--- config.mk ---
export PLATFORM = sky130hd
export DESIGN_NAME = pe_col_accum
export DESIGN_NICKNAME = d
export VERILOG_FILES = /design/src/rtl/pe_col_accum.sv
export SDC_FILE = /design/constraint.sdc
export NUM_CORES = 1
export LEC_CHECK = 0
export BUFFER_PORTS_ARGS = -buffer_cell sky130_fd_sc_hd__buf_2
export CAP_MARGIN = 15
export CORE_ASPECT_RATIO = 1.4
export CORE_MARGIN = 2
export CORE_UTILIZATION = 62
export DETAILED_ROUTE_END_ITERATION = 16
export PLACE_DENSITY_LB_ADDON = 0.1
export SLEW_MARGIN = 40
export SYNTH_ARGS = -nofsm -noshare
export SYNTH_HDL_FRONTEND = slang
export SYNTH_SLANG_ARGS = --single-unit
--- constraint.sdc ---
create_clock -name clk -period 7 [get_ports clk]
set_input_delay 1.05 -clock clk [delete_from_list [all_inputs] [get_ports clk]]
set_output_delay 1.05 -clock clk [all_outputs]
set_load 0.03 [all_outputs]
--- src/rtl/pe_col_accum.sv ---
// pe_col_accum: column psum accumulator; registered adder tree feeding a beat accumulator with a valid/ready result port.
// Define PE_COL_ACCUM_SAT_EN to saturate the accumulator and report a sticky ovf; otherwise it wraps and ovf is tied 0.
module pe_col_accum #(
  parameter int ROWS  = 4,
  parameter int MUL_W = 16,
  parameter int ACC_W = 32,
  parameter int CNT_W = 8
) (
  input  logic                  clk,
  input  logic                  rst_n,
  input  logic                  start,
  input  logic [CNT_W-1:0]      acc_len,
  input  logic                  in_valid,
  output logic                  in_ready,
  input  logic [ROWS*MUL_W-1:0] mul_in,
  output logic                  out_valid,
  input  logic                  out_ready,
  output logic [ACC_W-1:0]      psum_out,
  output logic                  busy,
  output logic                  ovf
);
  localparam int SW = MUL_W + $clog2(ROWS);
  typedef enum logic [1:0] {IDLE, ACCUM, DRAIN, OUT} state_t;
  state_t state_q, state_d;
  logic [CNT_W-1:0] len_q, len_d, cnt_q, cnt_d;
  logic [SW-1:0] s1_q, s1_d, tree;
  logic s1_vld_q, s1_vld_d;
  logic [ACC_W-1:0] acc_q, acc_d, acc_nx;
  logic beat, go;
  assign in_ready  = state_q == ACCUM;
  assign out_valid = state_q == OUT;
  assign busy      = state_q != IDLE;
  assign psum_out  = acc_q;
  assign beat      = in_valid & in_ready;
  assign go        = start & (state_q == IDLE);
  always_comb begin
    tree = '0;
    for (int r = 0; r < ROWS; r++) tree = tree + SW'(mul_in[r*MUL_W +: MUL_W]);
  end
`ifdef PE_COL_ACCUM_SAT_EN
  logic [ACC_W:0] sum;
  logic ovf_q, ovf_d;
  assign sum    = {1'b0, acc_q} + (ACC_W+1)'(s1_q);
  assign acc_nx = sum[ACC_W] ? '1 : sum[ACC_W-1:0];
  assign ovf_d  = go ? 1'b0 : ovf_q | (s1_vld_q & sum[ACC_W]);
  assign ovf    = ovf_q;
  always_ff @(posedge clk or negedge rst_n)
    if (!rst_n) ovf_q <= 1'b0;
    else ovf_q <= ovf_d;
`else
  assign acc_nx = acc_q + ACC_W'(s1_q);
  assign ovf    = 1'b0;
`endif
  always_comb begin
    state_d  = state_q;
    len_d    = len_q;
    cnt_d    = cnt_q;
    s1_vld_d = beat;
    s1_d     = beat ? tree : s1_q;
    acc_d    = go ? '0 : s1_vld_q ? acc_nx : acc_q;
    case (state_q)
      IDLE: if (start) begin
        state_d = ACCUM;
        len_d   = acc_len == '0 ? CNT_W'(1) : acc_len;
        cnt_d   = '0;
      end
      ACCUM: if (beat) begin
        cnt_d = cnt_q + CNT_W'(1);
        if (cnt_q == len_q - CNT_W'(1)) state_d = DRAIN;
      end
      DRAIN: state_d = OUT;
      OUT: if (out_ready) state_d = IDLE;
      default: state_d = IDLE;
    endcase
  end
  always_ff @(posedge clk or negedge rst_n)
    if (!rst_n) begin
      state_q  <= IDLE;
      len_q    <= '0;
      cnt_q    <= '0;
      s1_q     <= '0;
      s1_vld_q <= 1'b0;
      acc_q    <= '0;
    end else begin
      state_q  <= state_d;
      len_q    <= len_d;
      cnt_q    <= cnt_d;
      s1_q     <= s1_d;
      s1_vld_q <= s1_vld_d;
      acc_q    <= acc_d;
    end
endmodule
# Yosys cells after proc, flatten, opt, wreduce, memory -nomap -nowiden
# Index checks and enable logic that the tools add are counted.
dict set report totals {
  elab_cells 41
  reg_bits 69
  output_inout_bits 36
}
dict set report classes {
  add_sub_neg 6
  muxes 11
  reduce_logical 8
  eq_ne 8
  n_bitwise 2
}
# cell n
set ops {}
lappend ops {{2-to-1 mux 32 bit} 2}
lappend ops {{adder 32 x 18 -> 32 bit} 1}
lappend ops {{2-to-1 mux 8 bit} 3}
lappend ops {{adder 17 x 16 -> 18 bit} 1}
lappend ops {{adder 18 x 16 -> 18 bit} 1}
lappend ops {{adder 16 x 16 -> 17 bit} 1}
lappend ops {{one-hot mux 8 bit (2 select lines)} 1}
lappend ops {{adder 8 x 1 -> 8 bit (second input constant)} 1}
lappend ops {{== test 8 bit} 1}
lappend ops {{logical NOT 8 bit} 1}
lappend ops {{2-to-1 mux 2 bit} 4}
lappend ops {{one-hot mux 2 bit (4 select lines)} 1}
lappend ops {{subtractor 8 x 1 -> 8 bit (second input constant)} 1}
lappend ops {{!= test 2 x 1 -> 1 bit (second input constant)} 3}
lappend ops {{nonzero test 2 bit} 3}
lappend ops {{== test 2 bit (second input constant)} 2}
lappend ops {{AND reduction 4 bit} 1}
lappend ops {{AND reduction 3 bit} 1}
lappend ops {{bitwise AND 1 bit} 2}
lappend ops {{== test 2 x 1 -> 1 bit (second input constant)} 1}
lappend ops {{logical NOT 2 bit} 1}
lappend ops {{!= test 2 bit (second input constant)} 1}
lappend ops {{AND reduction 2 bit} 1}

# Depth between registers and ports, before layout
# Gate-level depths: netlist (run 1).
dict set report depth {
  ltp_word 5
  depth_mapped 12
  ltp_nobuf 12
}

# Worst setup path after synthesis (run 1)
# Ideal clock, no wire load.
dict set report synth_timing {
  kind {input port to flip-flop}
  start {in mul_in[1]}
  end {reg s1_q[15]}
  path_stages 12
  required_ns 6.880
  setup_slack_ns 2.981
  t_arrival_ns 3.899
  setup_time_ns 0.120
  cell_sequence {inv_1 > fa_1 > inv_1 > fa_1 > ha_1 > fa_1 > a21o_1 > a31oi_1 > or4_1 > a21oi_1 > or3_1 > a31o_1}
}
dict set report synth_between {
  elab_chain_cells 3
}
# element line_no
set synth_lines {}
lappend synth_lines {{start, declared} 15} ;# input logic [ROWS*MUL_W-1:0] mul_in,
lappend synth_lines {{adder 16 x 16 -> 17 bit} 38} ;# for (int r = 0; r < ROWS; r++) tree = tree + SW'(mul_in[r*MUL_W +: MUL_W]);
lappend synth_lines {{adder 17 x 16 -> 18 bit} 38}
lappend synth_lines {{adder 18 x 16 -> 18 bit} 38}
lappend synth_lines {{end signal, assigned} 81} ;# s1_q <= '0;
lappend synth_lines {{end signal, assigned} 88} ;# s1_q <= s1_d;
lappend synth_lines {{end, declared} 26} ;# logic [SW-1:0] s1_q, s1_d, tree;
# No other way between the ends.
# A chain may end at the register's enable or synchronous reset.

# Final worst setup path (run 1)
# Ends and elaborated chain as after synthesis.

==> summary.txt, run 1 <==
Status
  – Outcome: finished clean

Worst hold path
  – Hold path cells: 2
  – Min-Delay Path Class: reg -> reg
  – Hold_sp: s1_q[6]
  – Hold Path Sink: s1_q[6]

STA
  – Clock skew: 0.005015 ns
  – Final setup vio count: 0
  – Max-slew violations: 0
  – Setup_tns: 0 ns
  – Rel. slew slack: 0.4561
  – RSZ-0062 raised after global routing: false
  – Max Freq: 0.2478 GHz
  – Min Tclk post-route: 4.036 ns
  – Fin crit share: 0.5766
  – Tightest Pin Transition: 0.7952 ns
  – Final number of hold-violating endpoints: 0

Drt
  – Met2 routed WL: 7.051 mm
  – Post-route ant nets: 0
  – # DRC: 0
  – Via density: 5.820
  – Top Layer Used: met4
  – Drt first pass iters: 4
  – Iteration-0 DRC Markers: 292
  – Final wirelength: 13.32 mm
  – Wl on met1: 5.261 mm
  – Met3 wire len: 554 microns
  – Vias: 5,354
  – WL per Instance: 14.47 microns

Yosys
  – Post-synthesis xor/xnor area fraction: 0.04952
  – Mux cell area share after synthesis: 0.02102
  – Asr flop ratio synth: 1.000
  – Largest family of logic cells by synthesized area: adder cells
  – #FFs+latches synth: 69
  – Yosys Warn Count: 0
  – Adder-cell share of the synthesized area: 0.1973
  – Syn Nets: 860
  – Synth unique cells: 63
  – Post-synthesis sequential area ratio: 0.2871
  – Post-synth EDFFs: 0
  – Top_reg_cell synth: dfrtp_1
  – Post-synthesis simple-gate area fraction: 0.1710
  – Mapped Avg Cell Area: 8.493 sq um
  – Synth Area in Compound Gates: 0.1923
  – Mapped Area: 6013 sq um
  – Post-Syn Instances: 708

Floorplan
  – Starting Density: 0.6357
  – Number of I/O pins: 113
  – Die extent in x: 87.23 microns
  – Die height: 120.5 microns
  – Die footprint: 10,510 sq um
  – Site row count: 42
  – Core footprint: 9459 sq um

Clock network
  – H-tree depth: 3
  – CTS Sinks: 69
  – Later-pin clock latency in the skew report: 0.33 ns
  – Post-CTS Resized: 0
  – Post-CTS Setup Inserts: 0
  – Root Buffer: clkbuf_16
  – CTS tree: yes
  – CTS buffer count: 9
  – Clock transition at the registers of the reported paths: 0.05 ns
  – Hold buffers post-CTS: 0
  – Clk buf depth: 2

Worst setup path
  – CP Capture Type: register
  – Crit path arrival time: 4.26 ns
  – Reg-to-Reg End: psum_out[31]
  – Critical Path Source Type: input port
  – Required @ worst endpoint: 7.22 ns
  – Worst r2r path cells: 9
  – Worst-path fanout max: 3
  – Slack of the worst reg-to-reg path: 4.16 ns
  – Classification of the worst setup path: in -> reg
  – Reg-to-Reg Start: state_q[0]

Global route
  – Initial antenna violation count: 0
  – Vias in the first global route: 5,173
  – Gr usage total: 0.2658
  – First-pass GRT wire length: 22.30 mm
  – Largest net degree at the start of global routing: 70
  – Grt total ovfl: 0

Finish
  – # fillers: 762
  – Final instance area: 6914 sq um
  – Ant diodes: 0
  – Leading cell type in the layout, fill and taps excluded: buf_2
  – Layout cells sized above 1: 0.1704
  – Layout Cells excl Fill: 920
  – Highest-count cells in the layout ignoring fill and taps: buf_2 (111), inv_1 (101), nand2_1 (81)
  – Final Net Count: 959
  – Area grow syn2layout: 14.98%

Power and ir drop
  – Leak: 3.611 nW
  – Pwr Density: 374.9 nW/um^2
  – VDD IR max: 0.1530 mV
  – Pwr Total: 2.592 mW

Flow run
  – Max cap viols: 0

Placement
  – Post-DP HPWL: 10.45 mm
  – Post-DP Area: 6638 sq um
  – Placed insts: 906
  – Routability-driven placement congestion ratio: 0.8661
  – Port-buffer cells: 111
flip-flops by register name (all words and copies together), names as in the netlist:
name      count
s1_vld_q      1
psum_out     32
s1_q         18
state_q       2
len_q         8
cnt_q         8
cell usage after synthesis (9+ instances only):
cell / n / area, sq um
xor2_1: 14 / 122.6
nand2_1: 82 / 307.8
o21ai_1: 21 / 105.1
o21ai_0: 24 / 120.1
nor2_1: 34 / 127.6
dfrtp_1: 69 / 1727
xnor2_1: 20 / 175.2
clkbuf_1: 22 / 82.58
a21oi_1: 52 / 260.3
mux2i_1: 10 / 100.1
o211ai_1: 9 / 67.56
fa_1: 33 / 660.6
ha_1: 42 / 525.5
or3_1: 9 / 56.30
a21o_1: 18 / 135.1
inv_1: 101 / 379.1
nand3_1: 19 / 95.09
a211oi_1: 9 / 67.56
stage by stage:
stage	hold slack [ns]	setup slack [ns]	utilization
6_report	0.4952	2.964	0.7310
5_1_grt	0.5219	2.828	0.7310
4_1_cts	0.4983	2.988	0.7299
3_5_place_dp	0.4871	2.631	0.7017
3_3_place_gp	0.4685	2.684	0.7011
2_1_floorplan	0.4498	2.981	-
critical path, cell delays in order:
cell and delay, ns:
buf_2 0.08, inv_1 0.05, fa_1 0.54, inv_1 0.05
fa_1 0.45, ha_1 0.23, fa_1 0.40, a21o_1 0.23
a31oi_1 0.34, or4_1 0.20, a21oi_1 0.09, or3_1 0.35
a31o_1 0.20
per-layer routing:
metal  global-route usage  up-vias
met2               0.4733      159
met4               0.1423        0
met5                    0        -
li1                     -     2616
met3              0.02662       34
met1               0.3077     2545
power breakdown:
part	internal, mW	switching [mW]
registers	0.537	0.128
logic	0.600	0.917
clock network	0.253	0.156
cell type report:
cell class | instances | area (sq um) | share of cell area
clock buffer | 12 | 256.5 | 0.03710
inverter | 102 | 382.9 | 0.05537
sequential | 69 | 1727 | 0.2497
timing repair buffer | 115 | 589.3 | 0.08523
tap | 110 | 137.6 | 0.01991
multi-input combinational | 510 | 3811 | 0.5512
clock inverter | 2 | 10.01 | 0.001448
worst max-delay path by stage:
| stage | startpoint | endpoint | slack (ns) | cells past startpoint |
|---|---|---|---|---|
| 4_1_cts | mul_in[1] | s1_q[15] | 2.99 | 13 |
| 3_5_place_dp | mul_in[1] | s1_q[15] | 2.63 | 13 |
| 6_report | mul_in[1] | s1_q[15] | 2.96 | 13 |
| 5_1_grt | mul_in[1] | s1_q[15] | 2.83 | 13 |
| 2_1_floorplan | mul_in[1] | s1_q[15] | 2.98 | 12 |
| 3_3_place_gp | mul_in[1] | s1_q[15] | 2.68 | 13 |
cell families (layout without fill, tap and decap cells):
| family | count (synthesis) | after routing |
|---|---|---|
| compound gates | 179 | 179 |
| xor+xnor | 34 | 34 |
| fa+ha+maj | 75 | 75 |
| buf+inv | 129 | 231 |
| flops | 69 | 69 |
| mux | 12 | 12 |
| other cells | 1 | 1 |
| simple gates | 209 | 209 |
Note: power is estimated with default switching activity, not from simulation.
==> inputs of run 2 (changes only) <==
--- a/config.mk
+++ b/config.mk
@@ -9,7 +9,7 @@
 export CAP_MARGIN = 15
 export CORE_ASPECT_RATIO = 1.4
 export CORE_MARGIN = 2
-export CORE_UTILIZATION = 62
+export CORE_UTILIZATION = 52
 export DETAILED_ROUTE_END_ITERATION = 16
 export PLACE_DENSITY_LB_ADDON = 0.1
 export SLEW_MARGIN = 40
==> constraint.sdc (replaced) <==
create_clock -name clk -period 3.42 [get_ports clk]
set_input_delay 0.513 -clock clk [delete_from_list [all_inputs] [get_ports clk]]
set_output_delay 0.513 -clock clk [all_outputs]
set_load 0.03 [all_outputs]
==> summary.txt, run 2 (synthesized netlist as in run 1, its figures left out) <==
Status
  – Outcome: finished clean

STA
  – Max-slew violations: 0
  – Final number of hold-violating endpoints: 0
  – Hold_ws: 0.1271 ns
  – Fin crit share: 0.9590
  – Min Tclk post-route: 3.280 ns
  – Clock skew: 0.004747 ns
  – Final setup vio count: 0
  – Max Freq: 0.3049 GHz
  – Setup_tns: 0 ns
  – Rel. slew slack: 0.5096
  – PnR worst setup slack: 0.1401 ns
  – Tightest Pin Transition: 0.7342 ns

Worst setup path
  – CP cell instances: buf_2 > inv_1 > fa_1 > inv_1 > fa_1 > ha_1 > fa_2 > a21o_1 > a31oi_2 > or4_1 > a21oi_2 > o21ai_0 > a31o_1
  – Crit path arrival time: 3.50 ns
  – Slack of the worst reg-to-reg path: 0.64 ns
  – CP Capture Type: register
  – Critical Path Slowest Stage Cell: or4_1
  – CP max stage delay: 0.57 ns
  – Classification of the worst setup path: in -> reg
  – Worst-path fanout max: 3
  – Critical Path Source Type: input port
  – Required @ worst endpoint: 3.64 ns

Clock network
  – Post-CTS Resized: 0
  – CTS tree: yes
  – Clock transition at the registers of the reported paths: 0.06 ns
  – H-tree depth: 3
  – CTS Sinks: 69
  – Clk buf depth: 2
  – Hold buffers post-CTS: 0
  – CTS buffer count: 9
  – Post-CTS Setup Inserts: 0
  – Later-pin clock latency in the skew report: 0.34 ns
  – Root Buffer: clkbuf_16

Drt
  – Via density: 5.533
  – Iteration-0 DRC Markers: 293
  – Top Layer Used: met4
  – # DRC: 0
  – Met2 routed WL: 7.613 mm
  – Final wirelength: 14.11 mm
  – Drt first pass iters: 4
  – WL per Instance: 14.44 microns
  – Post-route ant nets: 0
  – Met3 wire len: 574 microns
  – Wl on met1: 5.616 mm
  – Vias: 5,406

Power and ir drop
  – VDD IR max: 0.3327 mV
  – Leak: 3.756 nW
  – Pwr Density: 794.4 nW/um^2

Global route
  – First-pass GRT wire length: 23.43 mm
  – Grt total ovfl: 0
  – Gr usage total: 0.2315
  – Initial antenna violation count: 0
  – Largest net degree at the start of global routing: 37
  – Vias in the first global route: 5,361

Finish
  – Area grow syn2layout: 20.18%
  – Leading cell type in the layout, fill and taps excluded: buf_2
  – Highest-count cells in the layout ignoring fill and taps: buf_2 (110), inv_1 (101), nand2_1 (82)
  – Final Net Count: 980
  – Layout cells sized above 1: 0.1957
  – Number of flip-flops in the largest register: 32
  – Ant diodes: 0

Floorplan
  – Die height: 131.2 microns
  – Die footprint: 12,450 sq um
  – Site row count: 46
  – Die extent in x: 94.89 microns
  – Core footprint: 11,280 sq um
  – Number of I/O pins: 113
  – Starting Density: 0.5331

Flow run
  – Max cap viols: 0

Worst hold path
  – Min-Delay Path Class: in -> async

Placement
  – Setup WS pre-CTS: -0.2858 ns
  – Post-DP HPWL: 10.93 mm
  – Port-buffer cells: 111
  – Routability-driven placement congestion ratio: 0.8590
## run 2: cell type report
| type | count | area (sq um) |
|---|---|---|
| timing repair buffer | 136 | 758.2 |
| inverter | 102 | 382.9 |
| clock buffer | 9 | 225.2 |
| multi-input combinational | 510 | 3816 |
| tap | 144 | 180.2 |
| fill | 1016 | 4054 |
| sequential | 69 | 1727 |
| clock inverter | 7 | 137.6 |
## run 2: power by group
part / total [mW] / switching, mW / internal, mW
combinational: 3.23 / 1.89 / 1.34
sequential: 1.37 / 0.272 / 1.10
clock: 1.14 / 0.361 / 0.783
## run 2: path summary, 6_finish.rpt
check / start / end / cells after the start
worst max register to register: psum_out[1] / psum_out[23] / 7
worst min-delay path: rst_n / state_q[1] / 1
max in group asynchronous: rst_n / s1_q[10] / 2
worst max-delay path: mul_in[1] / s1_q[15] / 13
worst min register to register: s1_q[8] / s1_q[8] / 2
min in group clk: acc_len[6] / len_q[6] / 3
## run 2: metal layers
| metal | GRT usage | up-vias |
|---|---|---|
| met5 | 0 | - |
| met4 | 0.07810 | 0 |
| met3 | 0.03727 | 21 |
| met2 | 0.4338 | 133 |
| met1 | 0.2572 | 2584 |
| li1 | - | 2668 |
## run 2: critical path: cells and delay by family
family | cells | cell delay, ns
adder cells (fa/ha/maj) | 4 | 1.44
AND/OR/NAND/NOR | 1 | 0.57
buffers and inverters | 3 | 0.16
AO/OA/AOI/OAI | 5 | 0.81
## run 2: metrics by stage
| stage | instance area (sq um) | cells | total power [mW] | util |
|---|---|---|---|---|
| global route | 7227 | 977 | 6.185 | 0.6406 |
| floorplan | 6016 | 708 | 3.710 | - |
| finish | 7227 | 977 | 5.741 | 0.6406 |
| CTS | 7209 | 977 | 5.755 | 0.6391 |
| global placement | 6847 | 961 | 4.451 | 0.6069 |
| detailed placement | 6847 | 961 | 4.573 | 0.6069 |
